**src/rtl/processor_exec_stage.sv**
```systemverilog
// Final pipeline stage: execute, registered writeback, branch resolution and WAIT handling.
// Multiply runs over several cycles; redirects squash a fixed number of following instructions.
module processor_exec_stage #(
  parameter int ADDR_SIZE     = 18,
  parameter int WORD_SIZE     = 18,
  parameter int REG_ADDR_BITS = 3,
  parameter int MUL_LATENCY   = 3,
  parameter int SQUASH_SLOTS  = 2,
  parameter int LINK_REG      = 7
) (
  input  logic                     clock,
  input  logic                     reset,
  input  logic                     no_operation,
  input  logic [WORD_SIZE-1:0]     alu_data0,
  input  logic [WORD_SIZE-1:0]     alu_data1,
  input  logic [ADDR_SIZE-1:0]     data1_plus_imm8,
  input  logic [WORD_SIZE-1:0]     code_word,
  input  logic [ADDR_SIZE-1:0]     ip,
  input  logic [WORD_SIZE-1:0]     memory_out,
  input  logic                     continue_in,
  output logic                     stall_out,
  output logic                     reg_write_enable,
  output logic [REG_ADDR_BITS-1:0] reg_write_addr,
  output logic [WORD_SIZE-1:0]     reg_write_data,
  output logic                     wait_for_continue_out,
  output logic [ADDR_SIZE-1:0]     ip_to_call,
  output logic                     call_performed
);

  localparam logic [3:0] OP_REG_ADD_IMM8      = 4'h0;
  localparam logic [3:0] OP_REG_MOV_IMM11     = 4'h1;
  localparam logic [3:0] OP_REG_MOV_IMM11_TOP = 4'h2;
  localparam logic [3:0] OP_LOAD_FROM_MEMORY  = 4'h3;
  localparam logic [3:0] OP_WRITE_TO_MEMORY   = 4'h4;
  localparam logic [3:0] OP_ALU               = 4'h5;
  localparam logic [3:0] OP_MUL_SHIFT         = 4'h6;
  localparam logic [3:0] OP_IF                = 4'h7;
  localparam logic [3:0] OP_CALL_IMM14        = 4'h8;
  localparam logic [3:0] OP_RETURN            = 4'h9;
  localparam logic [3:0] OP_WAIT              = 4'hA;

  typedef enum logic [1:0] {
    ST_RUN,
    ST_MUL,
    ST_WAIT
  } state_t;

  state_t                     state;
  logic [1:0]                 squash_count;
  logic [3:0]                 mul_count;
  logic [WORD_SIZE-1:0]       mul_a;
  logic [WORD_SIZE-1:0]       mul_b;
  logic [4:0]                 mul_shift;
  logic [REG_ADDR_BITS-1:0]   mul_dest;

  logic [3:0]                 opcode;
  logic [REG_ADDR_BITS-1:0]   dest;
  logic                       accept;
  logic                       squash;

  assign opcode = code_word[WORD_SIZE-1 -: 4];
  assign dest   = code_word[WORD_SIZE-5 -: REG_ADDR_BITS];
  assign accept = (state == ST_RUN) && !no_operation && (squash_count == 2'd0);
  assign squash = (state == ST_RUN) && !no_operation && (squash_count != 2'd0);

  // Branch condition in code_word[10:8], evaluated on rx/ry.
  logic if_ok;
  always_comb begin
    if_ok = 1'b0;
    case (code_word[10:8])
      3'd0: if_ok = 1'b1;
      3'd1: if_ok = (alu_data0 == '0);
      3'd2: if_ok = (alu_data0 != '0);
      3'd3: if_ok = alu_data0[WORD_SIZE-1];
      3'd4: if_ok = !alu_data0[WORD_SIZE-1];
      3'd5: if_ok = (alu_data0 == alu_data1);
      3'd6: if_ok = (alu_data0 != alu_data1);
      3'd7: if_ok = (alu_data0 < alu_data1);
      default: if_ok = 1'b0;
    endcase
  end

  logic [WORD_SIZE-1:0] alu_result;
  always_comb begin
    alu_result = '0;
    case (code_word[2:0])
      3'd0: alu_result = alu_data0 + alu_data1;
      3'd1: alu_result = alu_data0 - alu_data1;
      3'd2: alu_result = alu_data0 & alu_data1;
      3'd3: alu_result = alu_data0 | alu_data1;
      3'd4: alu_result = alu_data0 ^ alu_data1;
      3'd5: alu_result = alu_data0 << alu_data1[4:0];
      3'd6: alu_result = alu_data0 >> alu_data1[4:0];
      3'd7: alu_result = ~alu_data0;
      default: alu_result = '0;
    endcase
  end

  // One multiplier shared between the single-cycle and the held-operand paths.
  logic [WORD_SIZE-1:0]   op_a;
  logic [WORD_SIZE-1:0]   op_b;
  logic [4:0]             shift_sel;
  logic [2*WORD_SIZE-1:0] product;
  logic [WORD_SIZE-1:0]   mul_result;
  always_comb begin
    op_a       = (state == ST_MUL) ? mul_a : alu_data0;
    op_b       = (state == ST_MUL) ? mul_b : alu_data1;
    shift_sel  = (state == ST_MUL) ? mul_shift : code_word[4:0];
    product    = (2*WORD_SIZE)'(op_a) * (2*WORD_SIZE)'(op_b);
    mul_result = WORD_SIZE'(product >> shift_sel);
  end

  logic                     wb_en;
  logic [REG_ADDR_BITS-1:0] wb_addr;
  logic [WORD_SIZE-1:0]     wb_data;
  logic                     redirect;
  logic [ADDR_SIZE-1:0]     redirect_target;
  logic                     start_mul;
  logic                     start_wait;
  always_comb begin
    wb_en           = 1'b0;
    wb_addr         = dest;
    wb_data         = '0;
    redirect        = 1'b0;
    redirect_target = '0;
    start_mul       = 1'b0;
    start_wait      = 1'b0;
    case (opcode)
      OP_REG_ADD_IMM8: begin
        wb_en   = 1'b1;
        wb_data = WORD_SIZE'(data1_plus_imm8);
      end
      OP_REG_MOV_IMM11: begin
        wb_en   = 1'b1;
        wb_data = {{(WORD_SIZE-11){code_word[10]}}, code_word[10:0]};
      end
      OP_REG_MOV_IMM11_TOP: begin
        wb_en   = 1'b1;
        wb_data = WORD_SIZE'({code_word[10:0], 7'b0});
      end
      OP_LOAD_FROM_MEMORY: begin
        wb_en   = 1'b1;
        wb_data = memory_out;
      end
      OP_WRITE_TO_MEMORY: begin
      end
      OP_ALU: begin
        wb_en   = 1'b1;
        wb_data = alu_result;
      end
      OP_MUL_SHIFT: begin
        if (MUL_LATENCY == 1) begin
          wb_en   = 1'b1;
          wb_data = mul_result;
        end else begin
          start_mul = 1'b1;
        end
      end
      OP_IF: begin
        if (if_ok) begin
          redirect        = 1'b1;
          redirect_target = ip + {{(ADDR_SIZE-8){code_word[7]}}, code_word[7:0]};
        end
      end
      OP_CALL_IMM14: begin
        redirect        = 1'b1;
        redirect_target = ADDR_SIZE'(code_word[13:0]);
        wb_en           = 1'b1;
        wb_addr         = REG_ADDR_BITS'(LINK_REG);
        wb_data         = WORD_SIZE'(ip + 1'b1);
      end
      OP_RETURN: begin
        redirect        = 1'b1;
        redirect_target = ADDR_SIZE'(memory_out);
      end
      OP_WAIT: start_wait = 1'b1;
      default: begin
      end
    endcase
  end

  // Stall and wait outputs are registered copies of the state, so upstream
  // holds exactly while the stage is in MUL or WAIT.
  always_ff @(posedge clock or posedge reset) begin
    if (reset) begin
      state                 <= ST_RUN;
      squash_count          <= 2'd0;
      mul_count             <= 4'd0;
      mul_a                 <= '0;
      mul_b                 <= '0;
      mul_shift             <= 5'd0;
      mul_dest              <= '0;
      stall_out             <= 1'b0;
      reg_write_enable      <= 1'b0;
      reg_write_addr        <= '0;
      reg_write_data        <= '0;
      wait_for_continue_out <= 1'b0;
      ip_to_call            <= '0;
      call_performed        <= 1'b0;
    end else begin
      reg_write_enable <= 1'b0;
      call_performed   <= 1'b0;
      case (state)
        ST_RUN: begin
          if (squash) begin
            squash_count <= squash_count - 2'd1;
          end else if (accept) begin
            if (wb_en) begin
              reg_write_enable <= 1'b1;
              reg_write_addr   <= wb_addr;
              reg_write_data   <= wb_data;
            end
            if (redirect) begin
              call_performed <= 1'b1;
              ip_to_call     <= redirect_target;
              squash_count   <= 2'(SQUASH_SLOTS);
            end
            if (start_mul) begin
              state     <= ST_MUL;
              stall_out <= 1'b1;
              mul_count <= 4'(MUL_LATENCY - 1);
              mul_a     <= alu_data0;
              mul_b     <= alu_data1;
              mul_shift <= code_word[4:0];
              mul_dest  <= dest;
            end
            if (start_wait) begin
              state                 <= ST_WAIT;
              stall_out             <= 1'b1;
              wait_for_continue_out <= 1'b1;
            end
          end
        end
        ST_MUL: begin
          if (mul_count <= 4'd1) begin
            reg_write_enable <= 1'b1;
            reg_write_addr   <= mul_dest;
            reg_write_data   <= mul_result;
            state            <= ST_RUN;
            stall_out        <= 1'b0;
            mul_count        <= 4'd0;
          end else begin
            mul_count <= mul_count - 4'd1;
          end
        end
        ST_WAIT: begin
          if (continue_in) begin
            state                 <= ST_RUN;
            stall_out             <= 1'b0;
            wait_for_continue_out <= 1'b0;
          end
        end
        default: state <= ST_RUN;
      endcase
    end
  end

endmodule
```
**config.mk**
```make
export PLATFORM = sky130hd
export DESIGN_NAME = processor_exec_stage
export DESIGN_NICKNAME = d
export VERILOG_FILES = /design/src/rtl/processor_exec_stage.sv
export SDC_FILE = /design/constraint.sdc
export NUM_CORES = 2
export LEC_CHECK = 0
export CAP_MARGIN = 30
export CORE_MARGIN = 5
export CORE_UTILIZATION = 55
export DETAILED_ROUTE_END_ITERATION = 10
export GPL_TIMING_DRIVEN = 0
export PLACE_DENSITY = 0.74
export SETUP_SLACK_MARGIN = 0.05
export SYNTH_ARGS = -nofsm -noshare
export SYNTH_HDL_FRONTEND = slang
export SYNTH_SLANG_ARGS = --single-unit
```
**constraint.sdc**
```tcl
create_clock -name clock -period 8.2 [get_ports clock]
set_clock_uncertainty 0.2 [all_clocks]
set_input_delay 2.05 -clock clock [delete_from_list [all_inputs] [get_ports clock]]
set_output_delay 2.05 -clock clock [all_outputs]
set_load 0.05 [all_outputs]
```
[After elaboration in Yosys (flattened, before gate mapping)]
Index checks and enable logic that the tools add are counted.
Widths: inputs -> output; s select.
Storage, ports and cells
  register bits after elaboration: 95
  input port bits: 112
  output and inout port bits: 43
  word-level logic and storage cells: 153
Operators by class
  add/sub/neg operators: 6
  $mul: 1
  order comparisons: 2
  equality and inequality tests: 35
  shift-type cells: 3
  muxes and demuxes: 59
  bitwise logic cells: 5
  reduce and logical (&&, ||, !) cells: 28
Operators by type and width (count)
  $pmux 18 s8: 1
  $mux 18: 7
  $pmux 18 s6: 1
  $pmux 18 s3: 1
  $add 18x18->18: 2
  $mul 18x18->36: 1
  $pmux 18 s2: 1
  $shr 36x5->18: 1
  $eq 3x3->1 const B: 8
  $mux 1: 21
  $add 18x1->18 const B: 1
  $and 18x18->18: 1
  $eq 18x18->1: 1
  $logic_not 18->1: 1
  $lt 18x18->1: 1
  $mux 2: 9
  $ne 18x18->1: 1
  $not 18->18: 1
  $or 18x18->18: 1
  $reduce_bool 18->1: 1
  $shl 18x5->18: 1
  $shr 18x5->18: 1
  $sub 18x18->18: 1
  $xor 18x18->18: 1
  other kinds (37): 73

[Longest topological paths before layout]
  word-level depth: 8
  gate-level depth with buffers: 35
  depth with buffers taken out: 29

[Worst setup path after synthesis]
No wires, ideal clock.
  path kind: input-to-reg
  start point: in alu_data1[4]
  end point: reg reg_write_data[3]
  library setup time: 0.094 ns
  arrival: 8.980 ns
  data required time: 7.906 ns
  path slack: -1.074 ns
  cell stages on the path: 29
  buffers on the path: 4
  cell sequence: clkbuf_1 inv_1 clkbuf_1 o21a_1 clkbuf_1 nor2_1 fa_1 inv_1 fa_1 inv_1 fa_1 inv_1 fa_1 fa_1 fa_1 inv_1 ha_1 buf_6 a21oi_1 o21ai_1 a211oi_2 a31oi_1 a221oi_1 mux2i_1 a211oi_1 o31ai_1 nor2_1 o31a_2 a221oi_2
On the way
  cells in the longest elaborated chain, start to end: 7
RTL lines
  start: declaration: RTL line 15  | input logic [WORD_SIZE-1:0] alu_data1,
  branches (longest 6 deep; another with $mul 18x18->36)
  $pmux 18 s2 *: RTL line 203  | case (state)
  end signal: assignment: RTL line 211  | reg_write_data <= wb_data;
  end signal: assignment: RTL line 238  | reg_write_data <= mul_result;
  end: declaration: RTL line 24  | output logic [WORD_SIZE-1:0] reg_write_data,
Mark *: on every way between the ends. The select of a mux whose other input is x is not followed.
A chain may end at the register's enable or synchronous reset.

[Worst setup path after layout]
  start point: in alu_data0[6]
  end point: reg reg_write_data[1]
On the way
  cells in the longest elaborated chain, start to end: 7
RTL lines
  start: declaration: RTL line 14  | input logic [WORD_SIZE-1:0] alu_data0,
  branches (longest 6 deep; another with $mul 18x18->36)
  $pmux 18 s2 *: RTL line 203
Marks and branches as above.

==> impl.org <==
** Synth
- Mean post-synth cell area :: 7.87 µm²
- Asr flop ratio synth :: 1.00
- Yosys printed 0 warnings.
- Largest area contributor in the netlist :: sky130_fd_sc_hd__fa_1
- Count of distinct cell types in the synthesized netlist :: 99
- Post-Synthesis Cells :: 2989
- Most instantiated library cell after synthesis :: sky130_fd_sc_hd__nand2_1
- Leading register cell type out of synthesis :: sky130_fd_sc_hd__dfrtp_1
- Top-area cell type share of the netlist area :: 0.221
- Flop and latch count out of synthesis :: 95
- In the synthesized netlist, the cells that appear most often are 415 x sky130_fd_sc_hd__nand2_1, 333 x sky130_fd_sc_hd__nor2_1, 316 x sky130_fd_sc_hd__inv_1, 259 x sky130_fd_sc_hd__fa_1, 190 x sky130_fd_sc_hd__ha_1.
- Count of flip-flops with a built-in enable after synthesis :: 0
- When the netlist entered floorplanning its net count stood at 3550.
- Post-synthesis sequential area ratio :: 0.101
- Ranked by total cell area, the synthesized netlist is headed by sky130_fd_sc_hd__fa_1 22%, sky130_fd_sc_hd__dfrtp_1 10%, sky130_fd_sc_hd__ha_1 10%, sky130_fd_sc_hd__nand2_1 6.6%, sky130_fd_sc_hd__nor2_1 5.3%.
- Cell area after synthesis :: 23500 µm²

** Floorplanning
- Width of the die :: 217 µm
- The die covers 47000 µm².
- In this run the standard cell core region covers 42100 µm².
- Effective utilization at floorplan :: 0.558
- 155 I/O pins were placed.
- Die height :: 217 µm
- Row generation in the floorplan step produced 75 rows.

** STA
- The final count of pins violating max slew was 0.
- Setup violations remaining at the end of the flow were counted as 18.
- On the final layout, the worst hold slack is 0.273 ns.
- Unrepaired setup endpoints after global routing :: true
- For the pin with the worst max-slew slack, the measured transition is 1.08 ns.
- In the finished design, the share of the clock period the worst path needs comes to 1.12.
- The worst pin sits at a relative slew slack of 0.277.
- Hold Violations, Final :: 0
- Fmax :: 109 MHz
- Setup slack on the critical path of the routed design comes to -0.958 ns.
- Clock period minus final worst setup slack :: 9.16 ns

** GRT
- Pin count of the biggest net entering global routing :: 63
- Initial antenna violation count :: 1
- Total gr overflow :: 0
- GR Util All Layers :: 0.432
- The first global-routing pass estimated 156 mm of wire.
- Vias in the first global route :: 26167

** CTS
- The later pin in the worst-skew pair is clocked with a latency of 0.38 ns.
- The clock passes through at most 2 buffers.
- Clock slew at reported path FFs :: 0.08 ns
- CTS buffer count :: 9
- The clock drives 95 sinks.
- Clock tree from TritonCTS :: yes
- CTS built an H-tree with a depth of 3.
- The tree is rooted in a sky130_fd_sc_hd__clkbuf_16.

** Placed design
- Buffers placed on the I/O ports in this run total 152.
- Post-DP Area :: 26200 µm²
- At the end of routability-driven placement, the weighted congestion stood at 1.04.
- After legalization and detailed placement, the total HPWL measured 77.3 mm.

** Outcome
- Run status :: complete, but fails checks
- The checks that failed: setup timing.

** Worst setup path
- The most critical setup path has its startpoint at alu_data0[6].
- Crit path arrival time :: 9.22 ns
- Setup slack of the worst register-to-register path :: -0.86 ns
- The critical path in this run is classified as in -> reg.
- The number of cells on the worst reg-to-reg path is 32.
- The worst register-to-register path begins at state[1]$_DFFE_PP0P_.
- In this design, the stage delay of the slowest critical-path cell is 0.61 ns.
- Destination of the critical timing path :: reg_write_data[1]$_DFFE_PP0P_
- STA classifies the critical path startpoint as a primary input.
- In this run the worst path has a maximum fanout of 5.
- STA classifies the critical path endpoint as a register.
- Among all stages on the critical path, the largest delay is contributed by sky130_fd_sc_hd__fa_1.
- Required time of the critical path :: 8.26 ns
- In this run the critical register-to-register path is captured at reg_write_data[1]$_DFFE_PP0P_.

** Route
- Detailed routing inserted a total of 26625 vias.
- Wires add up to 107 mm.
- Detailed Route Iter0 Violations :: 3674
- Using the TritonRoute via totals, the vias-per-cell ratio works out to 6.86.
- The first detailed-routing pass ran for 7 iterations.
- Average wire per standard cell :: 27.6 µm
- The detail route stage leaves a number of antenna-violating nets equal to 0.
- For this run, design rule violations remaining after detail routing come to 0.

** Final layout
- Layout Cell Area excl Fill :: 30000 µm²
- In the final layout, flip-flops and latches occupy 2380 µm².
- The area growth from synthesis to layout is 27.7%.
- Net count of the finished layout :: 3897
- After filler insertion, the fill cell instance count of the layout stands at 3151.
- Layout cells sized above 1 :: 0.212
- In the final layout, the multi-input gates occupy 20700 µm².

** Job
- Max-cap violations :: 0

** Worst hold path
- The worst hold path belongs to the class reg -> reg.
[flip-flops by register name, summed over array words and instances (netlist names)]
| name | count |
|---|---|
| ip_to_call | 18 |
| mul_a | 18 |
| mul_b | 18 |
| reg_write_data | 18 |
| mul_shift | 5 |
| mul_count | 4 |
| mul_dest | 3 |
| reg_write_addr | 3 |
| squash_count | 2 |
| state | 2 |
| call_performed | 1 |
| reg_write_enable | 1 |
| stall_out | 1 |
| wait_for_continue_out | 1 |
[final cells by class]
cell class                 count  area share
inverter                     322      0.0445
timing repair buffer         349       0.113
tap                          539      0.0225
antenna                        1   0.0000833
clock buffer                  10     0.00796
clock inverter                 6     0.00192
multi-input combinational   2392       0.689
sequential                    95      0.0792
buffer                       167      0.0420
[what timing repair did]
item                       in CTS  in global routing
resized for setup             619                 92
hold endpoints to repair        0                  0
setup endpoints to repair      18                 18
setup buffers                 169                 23
pin swaps                     160                106
cloned                          1                  0
hold buffers                    0                  0
[critical path, delay by kind of cell]
family                     cells  cell delay (ns)
adders and majority gates      7             3.61
and+or+nand+nor                4             0.44
AOI/OAI and AO/OA              8             2.04
buffers and inverters          8             1.06
[per-layer routing]
layer	share of wire	global-route usage	up-vias
met5	0	0	-
met4	0.090	0.289	0
met3	0.14	0.127	718
met2	0.43	0.666	2288
met1	0.34	0.526	12668
li1	-	-	10951
[worst min path at each step]
stage | cells after the start | end | slack, ns | start
3_3_place_gp | 2 | ip_to_call[6]$_DFFE_PP0P_ | 0.25 | ip_to_call[6]$_DFFE_PP0P_
3_5_place_dp | 2 | ip_to_call[4]$_DFFE_PP0P_ | 0.25 | ip_to_call[4]$_DFFE_PP0P_
6_report | 2 | ip_to_call[3]$_DFFE_PP0P_ | 0.27 | ip_to_call[3]$_DFFE_PP0P_
2_1_floorplan | 2 | mul_dest[0]$_DFFE_PP0P_ | 0.25 | mul_dest[0]$_DFFE_PP0P_
5_1_grt | 2 | ip_to_call[3]$_DFFE_PP0P_ | 0.29 | ip_to_call[3]$_DFFE_PP0P_
4_1_cts | 2 | ip_to_call[4]$_DFFE_PP0P_ | 0.27 | ip_to_call[4]$_DFFE_PP0P_
[through the flow]
step / std cells / util / worst slack [ns] / setup TNS, ns
global route: 3880 / 0.713 / -1.05 / -16.49
CTS: 3863 / 0.702 / -0.666 / -9.28
finish: 3881 / 0.713 / -0.958 / -14.34
global placement: 3680 / 0.622 / -2.94 / -50.52
detailed placement: 3685 / 0.623 / -2.74 / -46.16
floorplan: 2989 / - / -0.364 / -3.89
[cell families (layout without fill, tap and decap cells)]
| logic type | count (synthesis) | in the layout | synth area share |
|---|---|---|---|
| flip-flops | 95 | 95 | 0.101 |
| other | 0 | 1 | 0 |
| AND/OR/NAND/NOR | 967 | 967 | 0.176 |
| AO/OA/AOI/OAI | 787 | 787 | 0.222 |
| XOR/XNOR | 82 | 82 | 0.0305 |
| buffers and inverters | 502 | 854 | 0.0895 |
| adder cells (fa/ha/maj) | 449 | 449 | 0.322 |
| multiplexers | 107 | 107 | 0.0599 |
[placed cells by master, fill, tap and decap left out, drive strengths merged, types with 19 or more instances in the layout]
cell / netlist / routed
fa: 259 / 259
a21o: 31 / 31
o22ai: 36 / 36
inv: 319 / 317
a211oi: 43 / 43
dfrtp: 95 / 95
o21a: 46 / 46
ha: 190 / 190
buf: 42 / 275
a22oi: 23 / 23
nand3: 39 / 39
nor2: 333 / 333
xor2: 22 / 22
mux4: 25 / 25
mux2: 19 / 19
o211ai: 31 / 31
nand4: 21 / 21
mux2i: 63 / 63
clkbuf: 137 / 128
nand2: 415 / 415
o21ai: 201 / 201
a31oi: 23 / 23
clkdlybuf4s50: 0 / 116
xnor2: 60 / 60
nor3: 49 / 49
a21oi: 187 / 187
Power is not shown: default switching activity piles up to over one toggle a cycle in this logic, so the estimate is an artifact.
